==> src/rtl/pn_i2s_rx.sv <==
// I2S master receiver: generates the codec bit clock and word select, captures stereo
// ADC samples and presents each frame as one AXI-Stream word, counting overrun drops.
module pn_i2s_rx #(
    parameter int CLK_DIV = 128
) (
    input  logic        ax_clk,
    input  logic        ax_rst,
    output logic        rx_Bclk,
    output logic        rx_LRCIN,
    input  logic        rx_DIN,
    output logic [31:0] rx_ax_m_data,
    output logic        rx_ax_m_valid,
    input  logic        rx_ax_m_ready,
    output logic [7:0]  rx_ovf_cnt
);

    localparam int DW = $clog2(CLK_DIV);
    localparam logic [DW-1:0] DIV_LAST = DW'(CLK_DIV - 1);
    localparam logic [DW-1:0] DIV_ONE  = DW'(1);
    localparam logic [DW-1:0] DIV_HALF = DW'(CLK_DIV / 2);
    // Two cycles after the bit-clock rise, so the synchronizer output holds the pin value seen at the rise.
    localparam logic [DW-1:0] DIV_CAP  = DW'(CLK_DIV / 2 + 2);

    logic [DW-1:0] r_div_cnt;
    logic [4:0]    r_bit_cnt;
    logic          r_bclk;
    logic          r_lrcin;
    logic          r_din_s1;
    logic          r_din_s2;
    logic [31:0]   r_shift;
    logic          r_primed;
    logic          r_word_rdy;
    logic [31:0]   r_data;
    logic          r_valid;
    logic [7:0]    r_ovf_cnt;

    logic          w_div_wrap;
    logic [DW-1:0] w_div_nxt;
    logic [4:0]    w_bit_nxt;
    logic          w_capture;
    logic          w_complete;
    logic          w_xfer;
    logic [31:0]   w_word;

    always_comb begin
        w_div_nxt  = {DW{1'b0}};
        w_bit_nxt  = r_bit_cnt;
        w_div_wrap = (r_div_cnt == DIV_LAST);
        if (w_div_wrap) begin
            w_div_nxt = {DW{1'b0}};
            w_bit_nxt = r_bit_cnt + 5'd1;
        end else begin
            w_div_nxt = r_div_cnt + DIV_ONE;
            w_bit_nxt = r_bit_cnt;
        end
        w_capture  = (w_div_nxt == DIV_CAP);
        // Slot 0 carries the right LSB, the last bit of a frame that started at slot 1.
        w_complete = w_capture && r_primed && (r_bit_cnt == 5'd0);
        w_xfer     = r_valid && rx_ax_m_ready;
        // Left arrives first, so it sits in the upper half of the shift register.
        w_word     = {r_shift[15:0], r_shift[31:16]};
    end

    always_ff @(posedge ax_clk) begin
        if (ax_rst) begin
            r_div_cnt <= {DW{1'b0}};
            r_bit_cnt <= 5'd0;
            r_bclk    <= 1'b0;
            r_lrcin   <= 1'b0;
        end else begin
            r_div_cnt <= w_div_nxt;
            r_bit_cnt <= w_bit_nxt;
            r_bclk    <= (w_div_nxt >= DIV_HALF);
            r_lrcin   <= w_bit_nxt[4];
        end
    end

    always_ff @(posedge ax_clk) begin
        if (ax_rst) begin
            r_din_s1   <= 1'b0;
            r_din_s2   <= 1'b0;
            r_shift    <= 32'd0;
            r_primed   <= 1'b0;
            r_word_rdy <= 1'b0;
        end else begin
            r_din_s1   <= rx_DIN;
            r_din_s2   <= r_din_s1;
            r_word_rdy <= w_complete;
            if (w_capture) begin
                r_shift <= {r_shift[30:0], r_din_s2};
                if (r_bit_cnt == 5'd1) begin
                    r_primed <= 1'b1;
                end
            end
        end
    end

    // The word is taken from the shift register one edge after completion; no capture can intervene.
    always_ff @(posedge ax_clk) begin
        if (ax_rst) begin
            r_data    <= 32'd0;
            r_valid   <= 1'b0;
            r_ovf_cnt <= 8'd0;
        end else if (r_word_rdy) begin
            if (!r_valid || w_xfer) begin
                r_data  <= w_word;
                r_valid <= 1'b1;
            end else if (r_ovf_cnt != 8'hFF) begin
                r_ovf_cnt <= r_ovf_cnt + 8'd1;
            end
        end else if (w_xfer) begin
            r_valid <= 1'b0;
        end
    end

    assign rx_Bclk       = r_bclk;
    assign rx_LRCIN      = r_lrcin;
    assign rx_ax_m_data  = r_data;
    assign rx_ax_m_valid = r_valid;
    assign rx_ovf_cnt    = r_ovf_cnt;

endmodule

==> config.mk <==
export PLATFORM = sky130hd
export DESIGN_NAME = pn_i2s_rx
export DESIGN_NICKNAME = d
export VERILOG_FILES = /design/src/rtl/pn_i2s_rx.sv
export SDC_FILE = /design/constraint.sdc
export NUM_CORES = 1
export LEC_CHECK = 0
export ABC_AREA = 1
export BUFFER_PORTS_ARGS = -buffer_cell sky130_fd_sc_hd__buf_2
export CORE_MARGIN = 5
export CORE_UTILIZATION = 36
export DETAILED_ROUTE_END_ITERATION = 10
export REMOVE_ABC_BUFFERS = 1
export SYNTH_ARGS = -nofsm -noshare
export SYNTH_HDL_FRONTEND = slang
export SYNTH_SLANG_ARGS = --single-unit
==> constraint.sdc <==
create_clock -name ax_clk -period 4.5 [get_ports ax_clk]
set_input_delay 0.225 -clock ax_clk [delete_from_list [all_inputs] [get_ports ax_clk]]
set_output_delay 0.225 -clock ax_clk [all_outputs]
set_load 0.05 [all_outputs]
==> flow_summary.json <==
{
  "antenna_found_initial": 0,
  "rr_startpoint": "r_div_cnt[0]",
  "place_congestion": 0.738,
  "syn_area_per_cell_um2": 7.34,
  "critPathKind": "flop to flop",
  "hold_viol_final": 0,
  "first_pass_iters": 4,
  "wl_um": 7160,
  "maxCapViolations": 0,
  "tritoncts": "built",
  "cp_cell_sequence": "ha_1 -> nand3_1 -> inv_1 -> nand2_2 -> nand3_2 -> nand2_4 -> nand2_1 -> inv_2 -> nor2_1",
  "clk-insertion-delay-late_ns": 0.34,
  "start_util": 0.367,
  "slew_headroom": 0.248,
  "ys_top_cells_by_area": "dfxtp_1, nand2_1, inv_1",
  "nFillCells": 1056,
  "grt_max_degree": 77,
  "final_common_cell": "dfxtp_1",
  "critical_path.slowest_cell": "nand2_4",
  "clock_skew_ns": 0.00572,
  "synthFlopType": "dfxtp_1",
  "dieArea_um2": 12600,
  "end_kind": "flop",
  "drc": 0,
  "cts.hold.buffers_added": 0,
  "finalSetupViolations": 0,
  "grt_usage": 0.116,
  "setup_tns_ns": 0,
  "drv_slew": 0,
  "grt_pass1_vias": 2836,
  "vias": 2984,
  "yosysWarnings": 0,
  "post_cts_resized": 0,
  "clockBufferDepth": 2,
  "async_reset_ff_frac": 0,
  "h-tree-depth": 3,
  "cts_buffers": 9,
  "rsz0062_at_grt": "false",
  "cts.sinks": 90,
  "critPathBufInv": 2,
  "cp_top_family": "simple AND/OR/NAND/NOR gates",
  "min_from": "rx_DIN",
  "outcome": "finished, final reports clean",
  "period_needed_ns": 2.57,
  "grt_first_pass_wirelength_um": 12500,
  "cts_setup_buffers": 0,
  "max_freq_ghz": 0.390,
  "synthCells": 512,
  "synth_edf_count": 0,
  "syn2layout_area_growth_pct": 13.1,
  "synth_seq_cells": 90,
  "vias_per_cell": 4.35,
  "hold_path.class": "input pin to flop",
  "yosysUniqueCellTypes": 25,
  "drive_gt1_frac": 0.227,
  "holdPathEnd": "r_din_s1",
  "synth_top_area_frac": 0.480,
  "critical_path.max_fanout": 35,
  "fp.dieH_um": 112,
  "worstPathArrival_ns": 2.81,
  "io_buffers": 46,
  "r2r-end": "r_shift[5]",
  "chipWidth_um": 112,
  "power_density_nw_per_um2": 330,
  "whs_path_depth": 3,
  "nNetsFinal": 555,
  "wl_per_cell_um": 10.4,
  "grt_overflow": 0,
  "power.total_mw": 1.40,
  "root_buffer": "clkbuf_8",
  "place_hpwl_um": 4550,
  "synth_top_area_cell": "dfxtp_1",
  "critPathMaxStageDelay_ns": 0.69,
  "fin_util": 0.415,
  "worst_pin_slew_ns": 1.13,
  "core-area_um2": 10200,
  "final_cell_mix": "dfxtp_1, nand2_1, inv_1",
  "row_count": 37,
  "required_ns": 4.74,
  "n_antenna_cell": 0,
  "p_leak_nw": 1.94,
  "finalCritPeriodShare": 0.570,
  "rr_worst_depth": 9,
  "pin_count": 47,
  "peakVddDrop_mv": 0.183,
  "ant_nets": 0,
  "syn-cell-area_um2": 3760,
  "rrSetupSlack_ns": 1.93,
  "initialDrtViolationCount": 190,
  "ys_seq_area_frac": 0.480,
  "clk_pin_slew_ns": 0.09,
  "start_kind": "flop"
}
cell families after synthesis:
logic type / synth area share
xor+xnor: 0.00233
compound gates: 0.113
buf+inv: 0.129
simple gates: 0.256
fa+ha+maj: 0.0200
flops: 0.480
worst max path at each step:
stage,start,end,slack (ns),cells past startpoint
finish,r_div_cnt[0],r_shift[5],1.93,9
global route,r_div_cnt[0],r_shift[5],1.64,9
CTS,r_div_cnt[0],r_shift[5],1.90,9
detailed placement,r_div_cnt[0],r_shift[10],1.93,9
global placement,r_div_cnt[0],r_shift[21],1.95,9
floorplan,rx_ax_m_valid,rx_ax_m_data[0],2.30,5
Yosys cell counts (2+ instances only):
library cell  instances
dfxtp_1              90
inv_2                30
o21ai_0              40
ha_1                  6
nand3_2               2
nand2_1              75
a21oi_1              43
buf_6                 3
inv_1                64
nor3_1                5
nand3_1              39
nand2_2              26
nor2_1               56
nand4_1               4
buf_2                 6
clkbuf_1             14
cell type report:
class                   count  area (µm²)  share of cell area
clock buffers              10         138              0.0324
inverters                  95         357              0.0839
clock inverters             6        75.1              0.0177
repair buffers             47         238              0.0559
well taps                 136         170              0.0400
multi-input cells         302        1470               0.346
flip-flops and latches     90        1800               0.424
metrics by stage:
| stage | hold slack [ns] | area, µm² | setup WS (ns) | cells |
|---|---|---|---|---|
| finish | 0.0799 | 4250 | 1.93 | 686 |
| global route | 0.0934 | 4250 | 1.64 | 686 |
| CTS | 0.0728 | 4250 | 1.90 | 686 |
| detailed placement | 0.400 | 4040 | 1.93 | 670 |
| global placement | 0.394 | 4040 | 1.95 | 670 |
| floorplan | 0.292 | 3630 | 2.30 | 487 |
where the power goes:
part           internal [mW]  switching (mW)
sequential             0.799         0.00377
combinational        0.00968          0.0215
clock                  0.279           0.289
metal layers:
metal / wire (µm) / vias to the layer above / GRT usage
met2: 3250 / 43 / 0.197
met4: 83 / 0 / 0.0441
met1: 3560 / 1299 / 0.146
li1: - / 1636 / -
met3: 265 / 6 / 0.0216
met5: 0 / - / 0
state kept, by name, indices dropped and copies added, names as in the netlist:
signal,count
rx_ax_m_data,32
r_bit_cnt,5
r_primed,1
r_din_s1,1
rx_Bclk,1
r_shift,32
rx_ovf_cnt,8
r_div_cnt,7
r_word_rdy,1
rx_ax_m_valid,1
r_din_s2,1
worst min-delay path: stages:
cell and delay, ns:
buf_2 0.07, inv_1 0.03, nor2_1 0.06
(Power assumes the default switching activity.)
